<file path="src/rtl/store_queue.sv">
// store_queue: in-order write buffer steering SB/SH/SW stores to dmem and/or imem ports.
// Optional STORE_MISALIGN_TRAP_EN rejects misaligned SH/SW and raises sticky misalign_err. Rev 1.0
`default_nettype none

module store_queue #(
  parameter int DEPTH  = 4,
  parameter int MEM_AW = 12
) (
  input  logic              clk,
  input  logic              rst,
  input  logic [5:0]        opcode,
  input  logic [31:0]       addr,
  input  logic [31:0]       store_data,
  input  logic              stall,
  output logic              accept,
  output logic              full,
  output logic              empty,
  output logic [MEM_AW-1:0] dmem_addr,
  output logic [MEM_AW-1:0] imem_addr,
  output logic [31:0]       dmem_din,
  output logic [31:0]       imem_din,
  output logic [3:0]        dmem_we,
  output logic [3:0]        imem_we,
  input  logic              dmem_ready,
  input  logic              imem_ready,
  output logic              misalign_err
);

  localparam int PW = $clog2(DEPTH);
  localparam logic [5:0] OP_SB = 6'h28;
  localparam logic [5:0] OP_SH = 6'h29;
  localparam logic [5:0] OP_SW = 6'h2B;

  typedef struct packed {
    logic              dhit;
    logic              ihit;
    logic [3:0]        mask;
    logic [MEM_AW-1:0] waddr;
    logic [31:0]       data;
  } entry_t;

  entry_t          q [DEPTH];
  entry_t          new_entry;
  entry_t          head;
  logic [PW-1:0]   wr_ptr;
  logic [PW-1:0]   rd_ptr;
  logic [PW:0]     count;
  logic            is_sb;
  logic            is_sh;
  logic            is_sw;
  logic            is_store;
  logic            misaligned;
  logic            retire;
  logic            unused_addr;

  // Only the region nibble and the word-address slice matter; the rest is intentionally ignored.
  assign unused_addr = ^addr;

  assign is_sb    = (opcode == OP_SB);
  assign is_sh    = (opcode == OP_SH);
  assign is_sw    = (opcode == OP_SW);
  assign is_store = is_sb | is_sh | is_sw;

`ifdef STORE_MISALIGN_TRAP_EN
  assign misaligned = (is_sh & addr[0]) | (is_sw & (addr[1:0] != 2'b00));
`else
  assign misaligned = 1'b0;
`endif

  always_comb begin
    new_entry       = '0;
    new_entry.dhit  = ~addr[31] & addr[28];
    new_entry.ihit  = ~addr[31] & addr[29];
    new_entry.waddr = addr[MEM_AW+1:2];
    if (is_sb) begin
      new_entry.mask = 4'b1000 >> addr[1:0];
      new_entry.data = {4{store_data[7:0]}};
    end else if (is_sh) begin
      new_entry.mask = addr[1] ? 4'b0011 : 4'b1100;
      new_entry.data = {2{store_data[15:0]}};
    end else begin
      new_entry.mask = 4'b1111;
      new_entry.data = store_data;
    end
  end

  assign full   = (count == (PW+1)'(DEPTH));
  assign empty  = (count == '0);
  assign accept = ~rst & is_store & (new_entry.dhit | new_entry.ihit) & ~stall & ~full & ~misaligned;

  assign head   = q[rd_ptr];
  // A dual-hit head only leaves once both memories take it in the same cycle.
  assign retire = ~empty & (~head.dhit | dmem_ready) & (~head.ihit | imem_ready);

  assign dmem_addr = head.waddr;
  assign imem_addr = head.waddr;
  assign dmem_din  = head.data;
  assign imem_din  = head.data;
  assign dmem_we   = (~empty & head.dhit) ? head.mask : 4'b0000;
  assign imem_we   = (~empty & head.ihit) ? head.mask : 4'b0000;

  always_ff @(posedge clk) begin
    if (accept) begin
      q[wr_ptr] <= new_entry;
    end
  end

  always_ff @(posedge clk) begin
    if (rst) begin
      wr_ptr <= '0;
      rd_ptr <= '0;
      count  <= '0;
    end else begin
      if (accept) begin
        wr_ptr <= wr_ptr + PW'(1);
      end
      if (retire) begin
        rd_ptr <= rd_ptr + PW'(1);
      end
      case ({accept, retire})
        2'b10:   count <= count + (PW+1)'(1);
        2'b01:   count <= count - (PW+1)'(1);
        default: count <= count;
      endcase
    end
  end

`ifdef STORE_MISALIGN_TRAP_EN
  always_ff @(posedge clk) begin
    if (rst) begin
      misalign_err <= 1'b0;
    end else if (is_store & misaligned & ~stall) begin
      misalign_err <= 1'b1;
    end
  end
`else
  assign misalign_err = 1'b0;
`endif

endmodule

`default_nettype wire

</file>
<file path="config.mk">
export PLATFORM = sky130hd
export DESIGN_NAME = store_queue
export DESIGN_NICKNAME = d
export VERILOG_FILES = /design/src/rtl/store_queue.sv
export SDC_FILE = /design/constraint.sdc
export NUM_CORES = 1
export LEC_CHECK = 0
export BUFFER_PORTS_ARGS = -buffer_cell sky130_fd_sc_hd__clkbuf_2
export CORE_MARGIN = 2
export CORE_UTILIZATION = 41
export DETAILED_ROUTE_END_ITERATION = 10
export SETUP_SLACK_MARGIN = 0.4
export SLEW_MARGIN = 40
export SYNTH_ARGS = -nofsm -noshare
export SYNTH_HDL_FRONTEND = slang
export SYNTH_SLANG_ARGS = --single-unit
</file>
<file path="constraint.sdc">
create_clock -name clk -period 2.99 [get_ports clk]
set_clock_uncertainty 0.15 [all_clocks]
set_input_delay 0.598 -clock clk [delete_from_list [all_inputs] [get_ports clk]]
set_output_delay 0.598 -clock clk [all_outputs]
set_load 0.1 [all_outputs]
</file>
# After elaboration in Yosys (flattened, before gate mapping)
# Memories as Yosys holds them, arrays and structs flattened. A register that Yosys moved wholly into a read port is not among the register bits.
# Index checks and enable logic that the tools add are counted.
# W data, S select, Z words.
[classes]
n_mux = 12
n_reduce_logical = 2
shift = 1
order_cmp = 0
n_div = 0
eq_ne = 6
n_bitwise = 22
add_sub_neg = 4
multipliers = 0
[ops]
columns = ["cell", "count"]
rows = [
  ["$mux W32", 2],
  ["$mux W4", 5],
  ["$eq A6 B6 Y1 const B", 3],
  ["$and A1 B1 Y1", 10],
  ["$not A1 Y1", 7],
  ["$pmux W3 S2", 1],
  ["$or A1 B1 Y1", 5],
  ["$add A2 B1 Y2 const B", 2],
  ["$mux W2", 2],
  ["$shr A4 B2 Y4 const A", 1],
  ["$add A3 B1 Y3 const B", 1],
  ["$eq A3 B3 Y1 const B", 1],
  ["$logic_not A3 Y1", 1],
  ["$sub A3 B1 Y3 const B", 1],
  ["$eq A2 B1 Y1 const B", 1],
  ["$eq A2 B2 Y1 const B", 1],
  ["$mux W1", 2],
  ["$reduce_bool A2 Y1", 1],
]
[totals]
rom_bits = 0
out_inout_bits = 100
mem_count = 1
reg_bits = 7
latchBits = 0
ram_bits = 200
[memory_table]
columns = ["name", "words", "word_bits", "rd", "rd_ports_with_merged_regs", "write_ports", "line_no", "source"]
rows = [
  ["q", 4, 50, 1, 1, 1, "42", "entry_t q [DEPTH];"],
]

# Longest topological paths before layout
[depth]
ltp_word = 9
mapped_depth = 10
ltp_nobuf = 10

# Worst setup path before layout
# No wires, ideal clock.
[synth_timing]
kind = "flip-flop to flip-flop"
from = "register count[2]"
to = "register count[2]"
setup_ns = 0.071
arrival_ns = 4.648
path_stages_with_launch = 11
slack_ns = -1.878
t_required_ns = 2.769
path_cell_list = "dfxtp_1 nor3b_1 or4_1 nor2_1 inv_1 ha_1 inv_1 fa_1 xor2_1 or3_1 a21oi_1"
[synth_rtl]
columns = ["item", "line_no", "source"]
rows = [
  ["start, declared", "47", "logic [PW:0] count;"],
  ["start signal, assigned", "121", "2'b10: count <= count + (PW+1)'(1);"],
  ["start signal, assigned", "122", "2'b01: count <= count - (PW+1)'(1);"],
  ["start signal, assigned", "123", "default: count <= count;"],
  ["$eq A3 B3 Y1 *", "87", "assign full = (count == (PW+1)'(DEPTH));"],
  ["net full", "16", "output logic full,"],
  ["$not A1 Y1 *", "89", "assign accept = ~rst & is_store & (new_entry.dhit | new_entry.ihit) & ~stall & ~full & ~misaligned;"],
  ["$and A1 B1 Y1 *", "89", ""],
  ["net accept", "15", "output logic accept,"],
  ["$eq A2 B1 Y1 / $eq A2 B2 Y1 (equally long branches)", "120", "case ({accept, retire})"],
  ["$pmux W3 S2 / $reduce_bool A2 Y1 (equally long branches)", "--", ""],
]
# The timed path passes the listed nets; every way through them passes the cells marked *.
# A chain may end at the register's enable or synchronous reset.

==> flow_summary.toml <==
[run_status]
outcome = "completed"

[route]
vias = 4590
first_iter_violations = 291
avgRoutedWirePerCell_um = 21.3
drt-total-wl_mm = 19.0
via_per_inst = 5.14
drtPass1Iterations = 4
detail-route-antenna-nets = 0
drc = 0

[clocking]
cts.sinks = 209
numCtsBuffers = 22
cts_hold_buffers = 0
cts_tree = "built"
cts.clk_slew.worst_paths_ns = 0.06
htreeDepth = 1
clock_latency_ns = 0.49
cts_buffer_depth = 3
clock-root-buffer = "clkbuf_16"

[global_route]
grt_pass1_vias = 4911
overflow = 0
grt_antenna_before_repair = 0
grt_pass1_wl_mm = 28.4
grt_usage = 0.172
grt_max_degree = 30

[logic_synthesis]
netlist_area_mm2 = 0.00858
synth_edf_count = 200
synth_fp_nets = 519
yosysWarnings = 0
synth_area_leaders = "edfxtp_1 (70%), mux4_2 (13%), buf_4 (3.9%), mux2_2 (2.2%), dfxtp_1 (2.1%)"
synth_cell_types = 36
seq_area_frac_synth = 0.721
synth_area_leader_cell = "edfxtp_1"
synth_top_family_by_area = "multiplexers"
ys.flop_type = "edfxtp_1"
synth_fa_ha_area_frac = 0.00962
async_flop_share = 0
synth-seq-cells = 209
synth.top_cell.area_share = 0.700
syn_area_per_cell_um2 = 19.6
synth_cells = 438
synth_xor_area_frac = 0.00204
synth_mux_area_frac = 0.165
synthSimpleGateAreaFrac = 0.0364
synth-compound-area-share = 0.0144

[critical_path]
path_max_fanout = 7
startpoint_type = "flip-flop"
r2r_cells = 10
end_kind = "output port"
crit_arrival_ns = 2.07
worst-setup-path-type = "reg2out"
cp_data_required_time_ns = 2.24

[power_and_ir_drop]
peakVddDrop_uv = 352
p_leak_nw = 4.28
p_clk_frac = 0.407
p_sw_mw = 1.24
combPwrFrac = 0.055
intPower_mw = 4.73
swShare = 0.207
power_density_mw_per_mm2 = 492
seqPwrFrac = 0.538

[die]
die_area_mm2 = 0.0221
row_count = 52
io-pin-count = 175
die_x_um = 149
core-area_mm2 = 0.0204
start_util = 0.421
die_height_um = 149

[worst_hold_path]
hold_class = "in2reg"
hold_depth = 1

[sta]
slew_violations = 0
post-route-period-util = 0.943
max_freq_mhz = 355
hold_violations = 0
postLayoutSetupSlackWorst_ns = 0.170
rsz0062_at_grt = "true"
min_period_ns = 2.82
slew_headroom = 0.640
tightest_slew_ns = 0.542
setup_violations = 0

[flow_run]
cap_violations = 0

[finish]
num-fill-cells = 1445
drive_above_1_share = 0.546
n_antenna_cell = 0
final_cells = 893
layout_commonest_cell = "edfxtp_1"
syn_to_final_growth_pct = 41.1
multi_input_comb_area_mm2 = 0.00211
ff_latch_area_mm2 = 0.00620
layout_common_cells = "edfxtp_1 (200), clkbuf_2 (60), clkbuf_16 (51)"
finalNetCount = 691

[placement]
gp_congestion = 0.719
dp.cells = 821
dp_slack_ns = 0.117
hpwl_mm = 10.6
io_buffers = 158
[power by group through the flow]
stage                     clock network, mW  logic [mW]  registers [mW]
after CTS                              2.48       0.315            3.21
after floorplan                           0       0.191            3.27
after detailed placement                  0       0.269            3.27
after global routing                   2.60       0.344            3.20
final                                  2.43       0.326            3.21
after global placement                    0       0.262            3.27
[kinds of logic after synthesis]
logic type               count (synthesis)
other                                    1
AO/OA/AOI/OAI                           23
flip-flops                             209
AND/OR/NAND/NOR                         51
multiplexers                            78
XOR/XNOR                                 2
adder cells (fa/ha/maj)                  6
buffers and inverters                   68
[state kept, by name, summed over array words and instances, names as in the netlist, named ones only]
name and flops:
q 200, rd_ptr 2, count 3, wr_ptr 2
[metrics by stage]
| stage | area, um^2 | power, mW | hold WS, ns | setup TNS, ns | utilization |
|---|---|---|---|---|---|
| after floorplan | 9050 | 3.46 | 0.333 | -0.0755 | - |
| after global routing | 12100 | 6.15 | 0.162 | 0 | 0.595 |
| final | 12100 | 5.96 | 0.183 | 0 | 0.595 |
| after CTS | 11900 | 6.00 | 0.167 | 0 | 0.583 |
| after global placement | 9720 | 3.53 | 0.339 | 0 | 0.478 |
| after detailed placement | 9720 | 3.54 | 0.370 | 0 | 0.478 |
[path summary, 6_finish.rpt]
path | start | to | slack [ns]
worst max-delay path | flip-flop | imem_din[24] | 0.17
worst min register to register | wr_ptr[1] | wr_ptr[1] | 0.39
worst max register to register | flip-flop | count[2] | 0.19
worst min-delay path | addr[10] | q[3][40] | 0.18
[final cells by class]
class / instances / share of cell area
clock inverter: 8 / 0.00320
tap: 270 / 0.0279
sequential: 209 / 0.512
timing repair buffer: 209 / 0.232
inverter: 7 / 0.00217
clock buffer: 29 / 0.0494
multi-input combinational: 161 / 0.174
[Yosys cell counts, types with 2 or more instances]
cell / n
nor4_1: 2
nor2_1: 16
dfxtp_1: 9
and2_1: 4
mux4_2: 49
mux2i_1: 10
mux2_1: 2
buf_1: 2
nor2b_1: 12
edfxtp_1: 200
buf_4: 45
inv_1: 7
and3_1: 4
a21oi_1: 12
nor3b_1: 2
ha_1: 5
clkbuf_1: 7
nand3_1: 2
o21ai_0: 8
buf_2: 6
nor3_1: 2
mux2_2: 17
xor2_1: 2
[critical path, cell delays in order, from the launching register on]
cell and delay [ns]:
dfxtp_4 0.39, buf_12 0.12, buf_12 0.11, clkbuf_16 0.16, mux4_2 0.55, clkbuf_8 0.24
[metal layers]
metal / track usage / part of all wire / vias up
li1: - / - / 2049
met1: 0.229 / 0.43 / 2380
met2: 0.294 / 0.51 / 132
met3: 0.0310 / 0.043 / 29
met4: 0.0467 / 0.021 / 0
met5: 0 / 0 / -
[what timing repair did]
| item | CTS | global route |
|---|---|---|
| pin swaps | 6 | 3 |
| endpoints found under the hold margin | 0 | 0 |
| setup buffers | 22 | 6 |
| cloned | 5 | 2 |
| setup endpoints to repair | 99 | 101 |
| resized for setup | 227 | 69 |
Note: power is estimated with default switching activity, not from simulation.
